===== src/rtl/ctrl_sequencer_if.sv =====
// ctrl_sequencer_if: unified memory port between the sequencer and memory
interface ctrl_sequencer_if #(parameter int IR_W = 16);
  logic            mem_req;
  logic            mem_we;
  logic            addr_sel;
  logic            mem_ready;
  logic [IR_W-1:0] mem_rdata;
  modport master (output mem_req, mem_we, addr_sel, input mem_ready, mem_rdata);
  modport slave  (input mem_req, mem_we, addr_sel, output mem_ready, mem_rdata);
endinterface


===== src/rtl/ctrl_sequencer.sv =====
// ctrl_sequencer: one-hot multi-cycle control FSM with memory handshake, timeout and branch evaluation
module ctrl_sequencer #(
  parameter int IR_W        = 16,
  parameter int REG_AW      = 3,
  parameter int TMO_W       = 4,
  parameter int MEM_TIMEOUT = 15
) (
  input  logic              clk,
  input  logic              rst,
  input  logic              run,
  ctrl_sequencer_if.master  mem,
  input  logic [3:0]        psr_flags,
  output logic [IR_W-1:0]   ir,
  output logic              pc_inc,
  output logic              pc_load,
  output logic [REG_AW-1:0] rf_ra,
  output logic [REG_AW-1:0] rf_rb,
  output logic [REG_AW-1:0] rf_wa,
  output logic              rf_we,
  output logic              wb_sel,
  output logic [3:0]        alu_op,
  output logic              alu_imm,
  output logic [IR_W-1:0]   imm_ext,
  output logic              psr_we,
  output logic [6:0]        state,
  output logic              fault,
  output logic [1:0]        fault_code
);
  typedef enum logic [6:0] {
    IDLE   = 7'b0000001,
    FETCH  = 7'b0000010,
    DECODE = 7'b0000100,
    EXEC   = 7'b0001000,
    MEM    = 7'b0010000,
    WB     = 7'b0100000,
    FAULT  = 7'b1000000
  } st_t;
  st_t              st, st_n;
  logic [1:0]       fc_n;
  logic [TMO_W-1:0] cnt;
  logic             cond_ok, tmo;
  logic [1:0]        op;
  logic [3:0]        fn;
  logic [REG_AW-1:0] rd, rs1, rs2;
  logic [IR_W-1:0]   zext, sext;
  assign op    = ir[IR_W-1:IR_W-2];
  assign fn    = ir[IR_W-3:IR_W-6];
  assign rd    = ir[3*REG_AW-1:2*REG_AW];
  assign rs1   = ir[2*REG_AW-1:REG_AW];
  assign rs2   = ir[REG_AW-1:0];
  assign zext  = {{(IR_W-REG_AW){1'b0}}, rs2};
  assign sext  = {{(IR_W-3*REG_AW){ir[3*REG_AW-1]}}, ir[3*REG_AW-1:0]};
  assign state = st;
  assign tmo   = (MEM_TIMEOUT != 0) && (cnt == TMO_W'(MEM_TIMEOUT));
  // psr_flags = {N,Z,V,C}
  always_comb begin
    cond_ok = 1'b0;
    case (fn)
      4'd0: cond_ok = 1'b1;
      4'd1: cond_ok = psr_flags[2];
      4'd2: cond_ok = ~psr_flags[2];
      4'd3: cond_ok = ~psr_flags[2] & ~(psr_flags[3] ^ psr_flags[1]);
      4'd4: cond_ok = psr_flags[2] | (psr_flags[3] ^ psr_flags[1]);
      4'd5: cond_ok = ~(psr_flags[3] ^ psr_flags[1]);
      4'd6: cond_ok = psr_flags[3] ^ psr_flags[1];
      4'd7: cond_ok = psr_flags[0];
      4'd8: cond_ok = ~psr_flags[0];
      default: cond_ok = 1'b0;
    endcase
  end
  always_comb begin
    st_n         = st;
    fc_n         = fault_code;
    mem.mem_req  = 1'b0;
    mem.mem_we   = 1'b0;
    mem.addr_sel = 1'b0;
    pc_inc       = 1'b0;
    pc_load      = 1'b0;
    rf_ra        = '0;
    rf_rb        = '0;
    rf_wa        = '0;
    rf_we        = 1'b0;
    wb_sel       = 1'b0;
    alu_op       = 4'd0;
    alu_imm      = 1'b0;
    imm_ext      = '0;
    psr_we       = 1'b0;
    case (st)
      IDLE: st_n = run ? FETCH : IDLE;
      FETCH: begin
        mem.mem_req = 1'b1;
        if (mem.mem_ready) st_n = DECODE;
        else if (tmo) begin
          st_n = FAULT;
          fc_n = 2'b01;
        end
      end
      DECODE: begin
        pc_inc = 1'b1;
        rf_ra  = rs1;
        rf_rb  = rs2;
        st_n   = EXEC;
      end
      EXEC: begin
        if (op == 2'b11) begin
          imm_ext = sext;
          if (fn > 4'd8) begin
            st_n = FAULT;
            fc_n = 2'b10;
          end else begin
            pc_load = cond_ok;
            st_n    = run ? FETCH : IDLE;
          end
        end else begin
          imm_ext = zext;
          alu_op  = op[1] ? 4'd0 : fn;
          alu_imm = op[1] | op[0];
          psr_we  = ~op[1];
          st_n    = op[1] ? MEM : WB;
        end
      end
      MEM: begin
        mem.mem_req  = 1'b1;
        mem.addr_sel = 1'b1;
        mem.mem_we   = fn[0];
        if (mem.mem_ready) st_n = fn[0] ? (run ? FETCH : IDLE) : WB;
        else if (tmo) begin
          st_n = FAULT;
          fc_n = 2'b01;
        end
      end
      WB: begin
        rf_we  = 1'b1;
        rf_wa  = rd;
        wb_sel = (op == 2'b10);
        st_n   = run ? FETCH : IDLE;
      end
      FAULT: st_n = FAULT;
      default: st_n = IDLE;
    endcase
  end
  // counter restarts on every state change, so it only ever counts waits of the current access
  always_ff @(posedge clk) begin
    if (rst) begin
      st         <= IDLE;
      ir         <= '0;
      fault      <= 1'b0;
      fault_code <= 2'b00;
      cnt        <= '0;
    end else begin
      st         <= st_n;
      fault_code <= fc_n;
      fault      <= fault | (st_n == FAULT);
      cnt        <= (st_n != st) ? '0 : (mem.mem_req && !mem.mem_ready && !(&cnt)) ? cnt + 1'b1 : cnt;
      if (st == FETCH && mem.mem_ready) ir <= mem.mem_rdata;
    end
  end
endmodule


===== src/flat_wrapper.sv =====
// flat-port wrapper written by rule: the top's interface ports become plain ports
module ctrl_sequencer_flat 
#(
  parameter int IR_W        = 16,
  parameter int REG_AW      = 3,
  parameter int TMO_W       = 4,
  parameter int MEM_TIMEOUT = 15
)
  (clk, rst, run, psr_flags, ir, pc_inc, pc_load, rf_ra, rf_rb, rf_wa, rf_we, wb_sel, alu_op, alu_imm, imm_ext, psr_we, state, fault, fault_code, mem_mem_req, mem_mem_we, mem_addr_sel, mem_mem_ready, mem_mem_rdata);
  ctrl_sequencer_if #(.IR_W(IR_W)) mem_i ();
  input  logic clk;
  input  logic rst;
  input  logic run;
  input  logic [3:0] psr_flags;
  output logic [IR_W-1:0] ir;
  output logic pc_inc;
  output logic pc_load;
  output logic [REG_AW-1:0] rf_ra;
  output logic [REG_AW-1:0] rf_rb;
  output logic [REG_AW-1:0] rf_wa;
  output logic rf_we;
  output logic wb_sel;
  output logic [3:0] alu_op;
  output logic alu_imm;
  output logic [IR_W-1:0] imm_ext;
  output logic psr_we;
  output logic [6:0] state;
  output logic fault;
  output logic [1:0] fault_code;
  output wire logic [$bits(mem_i.mem_req)-1:0] mem_mem_req;
  output wire logic [$bits(mem_i.mem_we)-1:0] mem_mem_we;
  output wire logic [$bits(mem_i.addr_sel)-1:0] mem_addr_sel;
  input wire logic [$bits(mem_i.mem_ready)-1:0] mem_mem_ready;
  input wire logic [$bits(mem_i.mem_rdata)-1:0] mem_mem_rdata;
  assign mem_mem_req = mem_i.mem_req;
  assign mem_mem_we = mem_i.mem_we;
  assign mem_addr_sel = mem_i.addr_sel;
  assign mem_i.mem_ready = mem_mem_ready;
  assign mem_i.mem_rdata = mem_mem_rdata;
  ctrl_sequencer #(.IR_W(IR_W), .REG_AW(REG_AW), .TMO_W(TMO_W), .MEM_TIMEOUT(MEM_TIMEOUT)) u_core (.clk(clk), .rst(rst), .run(run), .mem(mem_i), .psr_flags(psr_flags), .ir(ir), .pc_inc(pc_inc), .pc_load(pc_load), .rf_ra(rf_ra), .rf_rb(rf_rb), .rf_wa(rf_wa), .rf_we(rf_we), .wb_sel(wb_sel), .alu_op(alu_op), .alu_imm(alu_imm), .imm_ext(imm_ext), .psr_we(psr_we), .state(state), .fault(fault), .fault_code(fault_code));
endmodule

===== config.mk =====
export PLATFORM = sky130hd
export DESIGN_NAME = ctrl_sequencer_flat
export DESIGN_NICKNAME = d
export VERILOG_FILES = /design/src/rtl/ctrl_sequencer_if.sv /design/src/rtl/ctrl_sequencer.sv /design/src/flat_wrapper.sv
export SDC_FILE = /design/constraint.sdc
export NUM_CORES = 1
export LEC_CHECK = 0
export ABC_AREA = 1
export CAP_MARGIN = 20
export CORE_ASPECT_RATIO = 1.4
export CORE_MARGIN = 2
export CORE_UTILIZATION = 41
export DETAILED_ROUTE_END_ITERATION = 10
export PLACE_DENSITY = 0.82
export SYNTH_ARGS = -nofsm -noshare
export SYNTH_HDL_FRONTEND = slang
export SYNTH_SLANG_ARGS = --single-unit

===== constraint.sdc =====
create_clock -name clk -period 1.8 [get_ports clk]
set_input_delay 0.27 -clock clk [delete_from_list [all_inputs] [get_ports clk]]
set_output_delay 0.27 -clock clk [all_outputs]
set_load 0.01 [all_outputs]

==> impl_metrics.yaml, run 1 <==
setup_path:
  r2r_end: "u_core.cnt[3]"
  rr_worst_depth: 13
  end_kind: "flop"
  cp.depth: 13
  start_kind: "flop"
  worstPathCellList: "nor2_1, nand2_1, nor2_4, buf_6, nand3_1, buf_4, nand2_1, nand2_1, nand3_1, nand3_1, nor2_1, nand2_2, nor2_2"
  worstPathRequired_ns: 2.03
  cp-startpoint: "u_core.state[2]"
  rr_startpoint: "u_core.state[2]"
  crit_type: "flop to flop"
  critPathBufInv: 2
  cp_max_fo: 5
  r2r_setup_slack_ns: 0.02
  cp-endpoint: "u_core.cnt[3]"
  worst_path_max_delay_cell: "dfxtp_4"
  slowest_delay_ns: 0.36
  crit_arrival_ns: 2.01
  cpLargestDelayFamily: "simple AND/OR/NAND/NOR gates"
placed_design:
  hpwl_mm: 4.38
  io_buffers: 87
  post_dp_cell_area_um2: 2910
  gp_congestion: 0.998
layout:
  area.growth.synth_to_final_pct: 68.0
  final_area_um2: 3030
  fillers: 335
  antenna_cells: 0
  layout.nets: 425
  drive_above_1_share_pct: 31.6
  seqCellArea_um2: 612
  multi_input_area_um2: 1060
hold_path:
  hp-class: "flop to flop"
synthesis:
  synth_area_leaders: "dfxtp_1 33%, nor2_1 11%, nand2_1 8.3%"
  synthTopCellsByCount: "54 x nor2_1, 40 x nand2_1, 36 x inv_1"
  synth.net_count: 305
  ys_types: 25
  synthesis.area_um2: 1800
  async_flop_share_pct: 0
  synth_top_area_share_pct: 33.3
  syn-mean-instance-area_um2: 6.49
  synth_top_area_cell: "dfxtp_1"
  synth_most_common_cell: "nor2_1"
  ys_seq_area_share_pct: 33.3
  ys.flop_type: "dfxtp_1"
  synth_enable_flop_cells: 0
  synth-seq-cells: 30
  synthCells: 278
  yosysWarningCount: 0
run:
  drv_cap: 0
sta:
  max_freq_mhz: 561
  drv_slew: 0
  report.final.hold_viol_count: 0
  tightest_slew_ns: 0.457
  timing.final.crit_share_pct: 99.0
  whs_ns: 0.486
  fin_skew_ns: 0.00217
  slew_headroom_pct: 69.5
  setup_viol: 0
  min_period_ns: 1.78
  grt_setup_unrepaired: "yes"
cts:
  cts_root_buffer: "clkbuf_8"
  cts_tree: "built"
  path_clk_slew_ns: 0.06
  clk_path_buf_depth: 2
  cts_buffers: 5
  clock_sinks: 30
  worstSkewPairLatency_ns: 0.28
  cts_max_level: 2
status:
  outcome: "completed"
pwr:
  intPower_w: 0.00112
  p_sw_share_pct: 26.5
  total_leakage_power_nw: 1.41
  p_sw_w: 0.000405
  ir_worst_vdd_mv: 0.338
  powerDensity_nw_per_um2: 503
  p_comb_share_pct: 17.9
  pwr-share-seq_pct: 45.2
  clock_power_share_pct: 37.0
  p_total_w: 0.00153
global_routing:
  grt_first_pass_wirelength_mm: 8.89
  antenna_found_initial: 0
  grt_overflow: 0
  track_usage_pct: 23.5
  first_global_vias: 2113
  grt_max_degree: 32
floorplanning:
  rows: 28
  coreArea_um2: 4240
  die_area_um2: 4950
  die_x_um: 60.1
  die_y_um: 82.5
  io_pins: 88
  start_util_pct: 42.6
drt:
  ant_nets: 0
  viasPerCell: 4.86
  vias: 2229
  first_iter_violations: 71
  dr.pass1.iters: 5
  drt_wl_total_mm: 5.84
  post_drt_wl_per_cell_um: 12.7
  drc: 0
==> worst min-delay path: cells and delay by family, from the launching register on <==
| kind | cells | cell delay [ns] |
|---|---|---|
| DFF | 1 | 0.33 |
| and+or+nand+nor | 2 | 0.12 |
==> power by group through the flow <==
stage          sequential (W)  clock (W)  combinational (W)
2_1_floorplan        0.000713          0           0.000106
6_report             0.000689   0.000564           0.000273
5_1_grt              0.000691   0.000592           0.000296
4_1_cts              0.000690   0.000568           0.000253
3_5_place_dp         0.000704          0           0.000249
3_3_place_gp         0.000704          0           0.000243
==> cell type report <==
cell class                 count  area share, %
tap                           60           2.48
multi-input combinational    193           35.0
inverter                      43           5.49
clock inverter                 1          0.165
clock buffer                   7           2.85
sequential                    30           20.2
timing repair buffer         125           33.8
==> cell usage in the layout (no fill, tap or decap), types with 2 or more instances in the layout <==
| master | netlist | routed |
|---|---|---|
| nand3_4 | 0 | 2 |
| nor2_4 | 5 | 10 |
| inv_2 | 7 | 7 |
| a21oi_1 | 23 | 23 |
| nand4_1 | 2 | 2 |
| buf_4 | 7 | 33 |
| xnor2_1 | 2 | 2 |
| nand2_1 | 40 | 36 |
| clkbuf_8 | 0 | 6 |
| buf_2 | 0 | 22 |
| nor2_1 | 54 | 45 |
| dfxtp_1 | 30 | 23 |
| ha_1 | 3 | 2 |
| nand2_4 | 1 | 2 |
| inv_1 | 36 | 34 |
| o21ai_0 | 20 | 18 |
| xor2_1 | 2 | 2 |
| dlymetal6s2s_1 | 0 | 2 |
| clkdlybuf4s50_1 | 0 | 47 |
| nand2_2 | 3 | 6 |
| o21ai_1 | 0 | 2 |
| clkbuf_2 | 0 | 9 |
| buf_6 | 0 | 4 |
| inv_4 | 0 | 2 |
| nor3_1 | 10 | 9 |
| nor2_2 | 5 | 9 |
| dlygate4sd2_1 | 0 | 6 |
| nand3_1 | 16 | 15 |
| dfxtp_2 | 0 | 6 |
==> kinds of logic (layout without fill, tap and decap cells) <==
kind of cell,count (synthesis),after routing,share of synthesized area (%)
DFF,30,30,33.3
adders and majority gates,3,3,2.08
buffers and inverters,55,176,12.9
AOI/OAI and AO/OA,45,45,12.8
and+or+nand+nor,141,141,37.0
xor gates and xnor gates,4,4,1.94
==> per-layer routing <==
layer	routed length, um	GRT usage [%]	up-vias	share of wire (%)
li1	-	-	1107	-
met1	2060	23.9	1009	35
met2	3190	43.5	100	55
met3	483	7.63	13	8.3
met4	104	8.89	0	1.8
met5	0	0	-	0
==> worst min-delay path by stage <==
stage	to	start	slack [ns]	cells after the start
6_report	u_core.fault	u_core.fault	0.49	2
3_3_place_gp	u_core.fault	u_core.fault	0.46	2
4_1_cts	u_core.fault	u_core.fault	0.49	2
5_1_grt	u_core.fault	u_core.fault	0.50	2
3_5_place_dp	u_core.fault	u_core.fault	0.47	2
2_1_floorplan	u_core.ir[15]	mem_mem_rdata[15]	0.40	2
==> stage by stage <==
stage	utilization (%)	TNS [ns]	setup WS, ns	cells
CTS	69.7	-0.0185	-0.0100	455
global route	71.5	-0.331	-0.0872	459
floorplan	-	0	0.138	278
detailed placement	68.7	-3.51	-0.340	444
finish	71.5	0	0.0174	459
global placement	68.7	-2.71	-0.353	444
==> sequential cells by signal (all words and copies together), names as in the netlist <==
name	count
u_core.cnt	4
u_core.fault	1
u_core.fault_code	2
u_core.ir	16
u_core.state	7
==> timing repair <==
item                                    in CTS  in global routing
buffers inserted                             4                  5
endpoints found under the setup margin      42                 34
gates resized for setup                    120                 49
pin swaps                                    5                 13
hold buffers                                 0                  0
Note: power is estimated with default switching activity, not from simulation.
==> run 2, diff against run 1 <==
CAP_MARGIN = default   (was 20)
GPL_TIMING_DRIVEN = 0   (was default)
==> impl_metrics.yaml, run 2 (same netlist as run 1, synthesis figures left out) <==
status:
  outcome: "finished with violations"
  violations: "setup timing"
sta:
  setup_viol: 30
  drv_slew: 0
  slew_headroom_pct: 60.4
  min_period_ns: 1.91
  timing.final.crit_share_pct: 106
  fin_skew_ns: 0.00361
  report.final.hold_viol_count: 0
  fin_setup_tns_ns: -1.38
  max_freq_mhz: 524
  fin_ws_ns: -0.108
  whs_ns: 0.481
  grt_setup_unrepaired: "yes"
  tightest_slew_ns: 0.594
global_routing:
  antenna_found_initial: 0
  track_usage_pct: 26.6
  grt_overflow: 0
  grt_max_degree: 11
  grt_first_pass_wirelength_mm: 9.94
  first_global_vias: 2231
setup_path:
  crit_type: "flop to primary output"
  cp_max_fo: 4
  rr_worst_depth: 15
  worstPathRequired_ns: 1.53
  crit_arrival_ns: 1.64
  start_kind: "flop"
  end_kind: "primary output"
floorplanning:
  die_area_um2: 4950
  coreArea_um2: 4240
  io_pins: 88
  rows: 28
  die_x_um: 60.1
  die_y_um: 82.5
  start_util_pct: 42.6
drt:
  ant_nets: 0
  drc: 0
  drt_wl_total_mm: 7.32
  topRoutingLayerUsed: "met4"
  wirelength_met1_mm: 2.50
  wl_met3_um: 607
  viasPerCell: 5.28
  met2_length_mm: 3.84
  vias: 2416
  dr.pass1.iters: 6
  post_drt_wl_per_cell_um: 16.0
  first_iter_violations: 125
pwr:
  ir_worst_vdd_mv: 0.518
  p_total_w: 0.00156
  total_leakage_power_nw: 1.42
  powerDensity_nw_per_um2: 473
layout:
  final_common_cell: "clkdlybuf4s50_1"
  top_register: "u_core.ir"
  layout.nets: 424
  fillers: 280
  area.growth.synth_to_final_pct: 82.6
  utilization_pct: 77.7
  seqCellArea_um2: 624
  final_cell_mix: "47 x clkdlybuf4s50_1, 35 x nor2_1, 33 x inv_1"
  drive_above_1_share_pct: 38.2
  largest_reg_flops: 16
  multi_input_area_um2: 1230
  antenna_cells: 0
run:
  drv_cap: 0
hold_path:
  hold_depth: 2
  hp-class: "flop to flop"
cts:
  cts_hold_buf: 0
  cts_buffers: 5
  clk_path_buf_depth: 2
  path_clk_slew_ns: 0.07
  worstSkewPairLatency_ns: 0.29
  cts_max_level: 2
  cts_tree: "built"
  cts_root_buffer: "clkbuf_8"
  clock_sinks: 30
placed_design:
  io_buffers: 87
  hpwl_mm: 4.23
  gp_congestion: 0.954
-- run 2: cell types whose count changed in the layout (fill, tap and decap cells not counted), moves of 7 or more --
cell,before,now
o21ai_0,18,10
buf_6,4,29
nor2_1,45,35
nor2_4,10,17
buf_4,33,13
o21ai_1,2,10
-- run 2: report_power, final --
group	leakage, nW	internal, W	switching (W)
logic	1.12	0.000131	0.000162
registers	0.248	0.000674	0.0000154
clock network	0.0482	0.000308	0.000267
total	1.42	0.00111	0.000444
-- run 2: area by class of cell --
| class | instances | share of cell area, % |
|---|---|---|
| buffer | 12 | 2.92 |
| inverter | 43 | 5.36 |
| sequential | 30 | 19.0 |
| timing repair buffer | 111 | 30.4 |
| clock inverter | 1 | 0.152 |
| clock buffer | 7 | 2.62 |
| multi-input combinational | 194 | 37.3 |
| tap | 60 | 2.28 |
-- run 2: final timing paths --
kind                         to            start  slack (ns)
setup reg to reg  u_core.cnt[3]  u_core.state[3]       -0.09
setup / recovery     imm_ext[9]  u_core.state[4]       -0.11
hold reg to reg    u_core.fault     u_core.fault        0.48
hold / removal     u_core.fault     u_core.fault        0.48
-- run 2: routing by layer --
| metal | vias up | GRT usage, % |
|---|---|---|
| met1 | 1130 | 28.5 |
| met2 | 126 | 45.9 |
| met4 | 0 | 13.3 |
| li1 | 1118 | - |
| met3 | 42 | 8.57 |
| met5 | - | 0 |
-- run 2: stage by stage --
step           instance area (um^2)  setup WS [ns]  cells
2_1_floorplan                  1810          0.138    278
3_3_place_gp                   2750         -0.498    425
3_5_place_dp                   2750         -0.524    425
4_1_cts                        3030         -0.211    452
5_1_grt                        3290         -0.227    458
6_report                       3290         -0.108    458
-- run 2: repair_timing --
item | CTS | global route
buffers inserted | 18 | 7
setup endpoints to repair | 45 | 54
pin swaps | 6 | 18
resized for setup | 131 | 134
cloned | 1 | 0
-- run 2: worst max-delay path: stages, from the launching register on --
cell     delay [ns]
dfxtp_4        0.35
nor2_4         0.14
nand2_4        0.09
nor2_4         0.16
nand2_4        0.08
nor2_4         0.14
buf_6          0.12
buf_6          0.09
buf_6          0.08
buf_6          0.09
